--- src/rtl/imem_fetch_unit_if.sv ---
// Bundle for the fetch stage: redirect from execute, imem request/response, and the decode-side queue head.
// Valid/ready: a transfer happens on a rising edge where valid && ready; a raised valid and its payload stay put until then.
interface imem_fetch_unit_if #(
    parameter int ADDR_W = 32,
    parameter int DATA_W = 32
);
    logic              redirect_valid;
    logic [ADDR_W-1:0] redirect_pc;
    logic              imem_req_valid;
    logic [ADDR_W-1:0] imem_req_addr;
    logic              imem_req_ready;
    logic              imem_rsp_valid;
    logic [DATA_W-1:0] imem_rsp_data;
    logic              inst_valid;
    logic [DATA_W-1:0] inst_data;
    logic [ADDR_W-1:0] inst_pc;
    logic              inst_ready;

    modport master (
        input  redirect_valid, redirect_pc,
        output imem_req_valid, imem_req_addr,
        input  imem_req_ready, imem_rsp_valid, imem_rsp_data,
        output inst_valid, inst_data, inst_pc,
        input  inst_ready
    );

    modport slave (
        output redirect_valid, redirect_pc,
        input  imem_req_valid, imem_req_addr,
        output imem_req_ready, imem_rsp_valid, imem_rsp_data,
        input  inst_valid, inst_data, inst_pc,
        output inst_ready
    );
endinterface

--- src/rtl/imem_fetch_unit.sv ---
// Stallable fetch stage: one outstanding imem read at a time, results tagged with their PC
// in a 2-entry queue toward decode; a redirect flushes queued and in-flight fetches.
module imem_fetch_unit #(
    parameter int                ADDR_W       = 32,
    parameter int                DATA_W       = 32,
    parameter logic [ADDR_W-1:0] RESET_VECTOR = '0
) (
    input  logic               clk,
    input  logic               reset,
    imem_fetch_unit_if.master  bus,
    output logic [1:0]         dbg_state
);
    typedef enum logic [1:0] {
        IDLE = 2'd0,
        REQ  = 2'd1,
        WAIT = 2'd2,
        DROP = 2'd3
    } state_t;

    localparam logic [ADDR_W-1:0] ALIGN_MASK = ~(ADDR_W'(3));

    state_t            state;
    logic [ADDR_W-1:0] fetch_pc;
    logic [ADDR_W-1:0] req_pc;
    logic [1:0]        count;
    logic [DATA_W-1:0] q_data [2];
    logic [ADDR_W-1:0] q_pc   [2];

    logic req_fire;
    logic push;
    logic pop;

    // Requests only go out with a free queue slot, so a response can always be pushed.
    assign bus.imem_req_valid = (state == REQ) && (count < 2'd2) && !bus.redirect_valid;
    assign bus.imem_req_addr  = (state == REQ) ? fetch_pc : '0;
    assign bus.inst_valid     = (count != 2'd0);
    assign bus.inst_data      = q_data[0];
    assign bus.inst_pc        = q_pc[0];
    assign dbg_state          = state;

    assign req_fire = bus.imem_req_valid && bus.imem_req_ready;
    assign push     = (state == WAIT) && bus.imem_rsp_valid && !bus.redirect_valid;
    assign pop      = bus.inst_valid && bus.inst_ready;

    always_ff @(posedge clk or negedge reset) begin
        if (!reset) begin
            state    <= IDLE;
            fetch_pc <= RESET_VECTOR & ALIGN_MASK;
            req_pc   <= '0;
        end else if (bus.redirect_valid) begin
            fetch_pc <= bus.redirect_pc & ALIGN_MASK;
            // A response still owed to the old stream must be swallowed before refetching.
            case (state)
                WAIT, DROP: state <= bus.imem_rsp_valid ? REQ : DROP;
                default:    state <= REQ;
            endcase
        end else begin
            case (state)
                IDLE: state <= REQ;
                REQ: begin
                    if (req_fire) begin
                        req_pc   <= fetch_pc;
                        fetch_pc <= fetch_pc + ADDR_W'(4);
                        state    <= WAIT;
                    end
                end
                WAIT: if (bus.imem_rsp_valid) state <= REQ;
                DROP: if (bus.imem_rsp_valid) state <= REQ;
                default: state <= IDLE;
            endcase
        end
    end

    // Entry 0 is always the head; a pop shifts entry 1 down.
    always_ff @(posedge clk or negedge reset) begin
        if (!reset) begin
            count     <= 2'd0;
            q_data[0] <= '0;
            q_data[1] <= '0;
            q_pc[0]   <= '0;
            q_pc[1]   <= '0;
        end else if (bus.redirect_valid) begin
            count <= 2'd0;
        end else begin
            case ({push, pop})
                2'b10: begin
                    if (count == 2'd0) begin
                        q_data[0] <= bus.imem_rsp_data;
                        q_pc[0]   <= req_pc;
                    end else begin
                        q_data[1] <= bus.imem_rsp_data;
                        q_pc[1]   <= req_pc;
                    end
                    count <= count + 2'd1;
                end
                2'b01: begin
                    q_data[0] <= q_data[1];
                    q_pc[0]   <= q_pc[1];
                    count     <= count - 2'd1;
                end
                2'b11: begin
                    if (count == 2'd1) begin
                        q_data[0] <= bus.imem_rsp_data;
                        q_pc[0]   <= req_pc;
                    end else begin
                        q_data[0] <= q_data[1];
                        q_pc[0]   <= q_pc[1];
                        q_data[1] <= bus.imem_rsp_data;
                        q_pc[1]   <= req_pc;
                    end
                end
                default: ;
            endcase
        end
    end
endmodule

--- src/flat_wrapper.sv ---
// flat-port wrapper written by rule: the top's interface ports become plain ports
module imem_fetch_unit_flat 
#(
    parameter int                ADDR_W       = 32,
    parameter int                DATA_W       = 32,
    parameter logic [ADDR_W-1:0] RESET_VECTOR = '0
)
  (clk, reset, dbg_state, bus_redirect_valid, bus_redirect_pc, bus_imem_req_valid, bus_imem_req_addr, bus_imem_req_ready, bus_imem_rsp_valid, bus_imem_rsp_data, bus_inst_valid, bus_inst_data, bus_inst_pc, bus_inst_ready);
  imem_fetch_unit_if #(.ADDR_W(ADDR_W), .DATA_W(DATA_W)) bus_i ();
  input  logic clk;
  input  logic reset;
  output logic [1:0] dbg_state;
  input wire logic [$bits(bus_i.redirect_valid)-1:0] bus_redirect_valid;
  input wire logic [$bits(bus_i.redirect_pc)-1:0] bus_redirect_pc;
  output wire logic [$bits(bus_i.imem_req_valid)-1:0] bus_imem_req_valid;
  output wire logic [$bits(bus_i.imem_req_addr)-1:0] bus_imem_req_addr;
  input wire logic [$bits(bus_i.imem_req_ready)-1:0] bus_imem_req_ready;
  input wire logic [$bits(bus_i.imem_rsp_valid)-1:0] bus_imem_rsp_valid;
  input wire logic [$bits(bus_i.imem_rsp_data)-1:0] bus_imem_rsp_data;
  output wire logic [$bits(bus_i.inst_valid)-1:0] bus_inst_valid;
  output wire logic [$bits(bus_i.inst_data)-1:0] bus_inst_data;
  output wire logic [$bits(bus_i.inst_pc)-1:0] bus_inst_pc;
  input wire logic [$bits(bus_i.inst_ready)-1:0] bus_inst_ready;
  assign bus_i.redirect_valid = bus_redirect_valid;
  assign bus_i.redirect_pc = bus_redirect_pc;
  assign bus_imem_req_valid = bus_i.imem_req_valid;
  assign bus_imem_req_addr = bus_i.imem_req_addr;
  assign bus_i.imem_req_ready = bus_imem_req_ready;
  assign bus_i.imem_rsp_valid = bus_imem_rsp_valid;
  assign bus_i.imem_rsp_data = bus_imem_rsp_data;
  assign bus_inst_valid = bus_i.inst_valid;
  assign bus_inst_data = bus_i.inst_data;
  assign bus_inst_pc = bus_i.inst_pc;
  assign bus_i.inst_ready = bus_inst_ready;
  imem_fetch_unit #(.ADDR_W(ADDR_W), .DATA_W(DATA_W), .RESET_VECTOR(RESET_VECTOR)) u_core (.clk(clk), .reset(reset), .bus(bus_i), .dbg_state(dbg_state));
endmodule
--- config.mk ---
export PLATFORM = sky130hd
export DESIGN_NAME = imem_fetch_unit_flat
export DESIGN_NICKNAME = d
export VERILOG_FILES = /design/src/rtl/imem_fetch_unit_if.sv /design/src/rtl/imem_fetch_unit.sv /design/src/flat_wrapper.sv
export SDC_FILE = /design/constraint.sdc
export NUM_CORES = 1
export LEC_CHECK = 0
export BUFFER_PORTS_ARGS = -buffer_cell sky130_fd_sc_hd__buf_2
export CAP_MARGIN = 0
export CORE_MARGIN = 1.5
export CORE_UTILIZATION = 45
export DETAILED_ROUTE_END_ITERATION = 10
export PLACE_DENSITY = 0.67
export SYNTH_ARGS = -nofsm -noshare
export SYNTH_HDL_FRONTEND = slang
export SYNTH_SLANG_ARGS = --single-unit
--- constraint.sdc ---
create_clock -name clk -period 2.55 [get_ports clk]
set_clock_uncertainty 0.15 [all_clocks]
set_input_delay 0.51 -clock clk [delete_from_list [all_inputs] [get_ports clk]]
set_output_delay 0.51 -clock clk [all_outputs]
set_load 0.02 [all_outputs]
# Yosys cells after proc, flatten, opt, wreduce, memory -nomap -nowiden
# Index checks and enable logic that the tools add are counted.
[op_classes]
addsub = 3
n_lt_le_gt_ge = 1
eq_ne = 12
mux = 24
n_bitwise = 1
n_reduce_logical = 21
[ops]
columns = ["cell", "count"]
rows = [
  ["2-to-1 mux 32 bit", 12],
  ["case mux 32 bit (3 select lines)", 2],
  ["case mux 32 bit (2 select lines)", 2],
  ["adder 32 x 3 -> 32 bit, second input constant", 1],
  ["2-to-1 mux 2 bit", 6],
  ["== test 2 bit, second input constant", 4],
  ["nonzero test 2 bit", 4],
  ["== test 2 x 1 -> 1 bit, second input constant", 3],
  ["logical AND 1 bit", 6],
  ["case mux 2 bit (3 select lines)", 1],
  ["AND reduction 3 bit", 2],
  ["nonzero test 3 bit", 2],
  ["zero test 2 bit", 2],
  ["inequality test 2 bit, second input constant", 2],
  ["case mux 2 bit (2 select lines)", 1],
  ["AND reduction 2 bit", 2],
  ["AND reduction 4 bit", 1],
  ["inequality test 3 x 1 -> 1 bit, second input constant", 1],
  ["inequality test 3 x 2 -> 1 bit, second input constant", 1],
  ["adder 2 x 1 -> 2 bit, second input constant", 1],
  ["less-than comparator 2 bit, second input constant", 1],
  ["inequality test 2 x 1 -> 1 bit, second input constant", 1],
  ["OR reduction 2 bit", 1],
  ["subtractor 2 x 1 -> 2 bit, second input constant", 1],
  ["2 further kinds", 2],
]
[totals]
register_bits = 196
input_bits = 70
out_inout_bits = 100
word_cells = 70

# Logic depth before layout (Yosys ltp)
[depth]
ltp_word = 7
ltp_mapped = 8
ltp_nobuf = 6

# Worst setup path after synthesis
# Ideal clock, no wire load.
[synth_timing]
path_kind = "register to register"
from = "register u_core.count[1]"
to = "register u_core.q_data, in the netlist u_core.bus.inst_data[10]"
setup_time_ns = 0.125
arrival_time_ns = 1.956
t_required_ns = 2.275
setup_slack_ns = 0.320
path_stages_with_launch = 9
path_buffers = 2
synth_period_minus_slack_ns = 2.230
path_cell_list = "dfrtp_1 > inv_1 > ha_1 > nand2b_1 > buf_2 > a21oi_4 > buf_6 > mux2_2 > mux2_2"
[synth_via]
elab_chain_cells = 5
elab_cells_between_ends = 12
cone_classes = "5 x eq/ne; 2 x mux; 5 x reduce/logical"
[synth_lines]
columns = ["item", "line", "text"]
rows = [
  ["from (decl)", "imem_fetch_unit.sv:25", "logic [1:0] count;"],
  ["from (signal assigned)", "imem_fetch_unit.sv:94", "count <= count + 2'd1;"],
  ["from (signal assigned)", "imem_fetch_unit.sv:99", "count <= count - 2'd1;"],
  ["nonzero test 2 bit", "imem_fetch_unit.sv:36", "assign bus.inst_valid = (count != 2'd0);"],
  ["logical AND 1 bit", "imem_fetch_unit.sv:43", "assign pop = bus.inst_valid && bus.inst_ready;"],
  ["== test 2 bit or == test 2 x 1 -> 1 bit (tied branches)", "imem_fetch_unit.sv:85", "case ({push, pop})"],
  ["inequality test 2 x 1 -> 1 bit (no source line) or nonzero test 3 bit (tied branches)", "-", ""],
  ["AND reduction 3 bit (no source line)", "-", ""],
  ["to (decl)", "imem_fetch_unit.sv:26", "logic [DATA_W-1:0] q_data [2];"],
]
# Several ways; a longest one is shown, not always the timed one.
# A chain may end at the register's enable or synchronous reset.

# Worst setup path after layout
[layout_timing]
from = "register u_core.count[1]"
to = "register u_core.q_data, in the netlist u_core.bus.inst_data[23]"
# Same word-level chain as after synthesis.

==> results.cfg <==
[outcome]
status = complete, no violations

[yosys]
synth.largest_area_cell = dfrtp_1
synthFlopType = dfrtp_1
synth.most_common_cell = mux2_2
ys_warn_count = 0
ys_types = 49
synth_area_sq_um = 9310
ys_ff_latch = 189
synthTopCellsByArea = dfrtp_1 (51%), mux2_2 (25%), buf_4 (5.5%)
yosysTopAreaCellShare = 0.508
netlist_instances = 734
async_reset_ff_frac = 1.00
synthTopCellsByCount = mux2_2 (209), dfrtp_1 (189), buf_4 (68)
yosysSeqAreaShare = 0.508
postSynthAreaPerCell_sq_um = 12.7
synth-edff-count = 0

[finish]
final_core_util = 0.532
fin_nets = 914
multi_input_area_sq_um = 3850
diodes = 0
instances_no_fill = 1124
area_growth_pct = 15.5
drive_gt1_frac = 0.515
seq_area_sq_um = 4730
num-fill-cells = 1793

[die]
initial_core_util = 0.460
placementRows = 52
core_sq_um = 20200
die_y_microns = 147
io_pins = 170
die_area_sq_um = 21600
fp.dieW_microns = 147

[route]
routed_wl_microns = 19200
drt_iter0_markers = 305
vias = 5866
avgRoutedWirePerCell_microns = 17.1
antenna_left = 0
via_per_inst = 5.22
dr.pass1.iters = 4
drcViolationCount = 0

[grt]
overflow = 0
grt_pass1_vias = 5839
antenna_found_initial = 0
grt_pass1_wl_microns = 31700
grt_max_degree = 61
grt_usage = 0.186

[timing]
finalWorstSetupSlack_ps = 158
worstMarginPinSlew_ps = 517
hold_viol_final = 0
timing.final.crit_share = 0.938
fin_crit_ps = 2390
slew_headroom = 0.654
final-setup-viol-count = 0
fmax_ghz = 0.418
fin_tns_setup_ps = 0
finalMaxSlewViolations = 0
rsz0062_at_grt = no

[clocking]
path_clk_slew_ps = 70
cts_buffers = 17
clock_latency_ps = 430
cts_root_buffer = clkbuf_16
htreeDepth = 4
clock-sinks = 189
cts_tree = yes
clockBufferDepth = 2

[worst_setup_path]
worstSetupStartpoint = u_core.count[1]$_DFFE_PN0P_
cp-end-kind = register
path_max_fanout = 25
r2r_start = u_core.count[1]$_DFFE_PN0P_
required_ps = 2710
cpPeakStageDelay_ps = 410
start_kind = register
cp_slowest_cell = dfrtp_1
crit_type = reg2reg
cp.arrival_ps = 2550
path_cells = inv_1 > ha_1 > nand2b_1 > a21oi_4 > buf_12 > mux2_2 > mux2_2
critPathMostFrequentCell = mux2_2

[power_and_ir_drop]
ir_drop_mv = 0.511
static-leakage-power_nw = 5.01
p_per_area_nw_per_um2 = 1070
p_total_mw = 11.5

[worst_hold_path]
min_from = bus_redirect_pc[2]
min_path_type = in2reg

[place]
dp_slack_ps = 157
gp_congestion = 0.820
place_inst = 1091
hpwlAfterDp_microns = 13500
portBuffers = 165

[job]
drv_cap = 0
flip-flops by register name, summed over array words and instances, names as in the netlist:
register	count
u_core.q_data	32
u_core.bus.inst_data	32
u_core.dbg_state	2
u_core.fetch_pc	30
u_core.count	2
u_core.q_pc	30
u_core.req_pc	30
u_core.bus.inst_pc	31
report_power, final:
group / total [mW] / internal [mW] / switching (mW)
registers: 4.64 / 4.01 / 0.637
clock network: 2.88 / 1.71 / 1.17
logic: 3.93 / 1.94 / 1.99
critical path: cells and delay by family, from the launching register on:
family,cells,cell delay (ps)
DFF,1,410
adders and majority gates,1,230
muxes,2,600
AOI/OAI and AO/OA,1,270
buffers and inverters,2,350
and+or+nand+nor,1,240
logic make-up (layout without fill, tap and decap cells):
logic type | count (synthesis) | after routing | share of synthesized area
XOR/XNOR | 10 | 10 | 0.00940
adder cells (fa/ha/maj) | 3 | 3 | 0.00403
flip-flops | 189 | 189 | 0.508
multiplexers | 217 | 217 | 0.262
other | 1 | 2 | 0.000403
buffers and inverters | 113 | 232 | 0.0806
AO/OA/AOI/OAI | 59 | 59 | 0.0461
AND/OR/NAND/NOR | 142 | 142 | 0.0892
path summary, 6_finish.rpt:
check / cells after the start / to / slack (ps)
worst min-delay path: 3 / u_core.fetch_pc[2]$_DFFE_PN0P_ / 140
min in group asynchronous: 2 / u_core.bus.inst_data[7]$_DFFE_PN0P_ / 480
worst max register to register: 7 / u_core.bus.inst_data[23]$_DFFE_PN0P_ / 160
max in group asynchronous: 3 / u_core.q_pc[4]$_DFFE_PN0P_ / 1040
worst min register to register: 1 / u_core.bus.inst_data[22]$_DFFE_PN0P_ / 350
worst max-delay path: 7 / u_core.bus.inst_data[23]$_DFFE_PN0P_ / 160
timing repair:
item / CTS / global route
hold buffers: 1 / 0
endpoints found under the hold margin: 56 / 0
buffers inserted: 0 / 0
resized for setup: 0 / 0
metal layers:
metal	part of all wire	vias to the layer above	global-route usage
met5	0	-	0
met4	0.014	0	0.0520
met3	0.051	21	0.0416
met2	0.46	153	0.291
met1	0.48	2891	0.262
li1	-	2801	-
metrics by stage:
step	cell area, sq um	hold WS, ps
after global placement	10100	331
final	10800	135
after global routing	10800	133
after CTS	10800	122
after detailed placement	10100	337
after floorplan	9320	64.4
cell type report:
| class | instances | area share |
|---|---|---|
| inverters | 7 | 0.00244 |
| clock inverters | 11 | 0.0168 |
| multi-input cells | 433 | 0.358 |
| well taps | 270 | 0.0314 |
| repair buffers | 193 | 0.109 |
| clock buffers | 21 | 0.0428 |
| flip-flops and latches | 189 | 0.440 |
layout by cell type (no fill, tap or decap), drive strengths merged, types with 4 or more instances in the layout:
master / count
a31oi: 8
and2: 34
xor2: 6
o211ai: 5
o31ai: 7
inv: 10
clkbuf: 22
mux2: 217
nor2: 14
xnor2: 4
nand3: 6
buf: 191
nor3: 5
or3: 4
nand4: 15
nand2: 32
o31a: 6
o21ai: 14
and4: 6
o311ai: 5
or4: 6
bufinv: 4
a21oi: 4
nand2b: 5
and3: 6
dfrtp: 189
No activity file was read; power rests on OpenSTA's default activity.
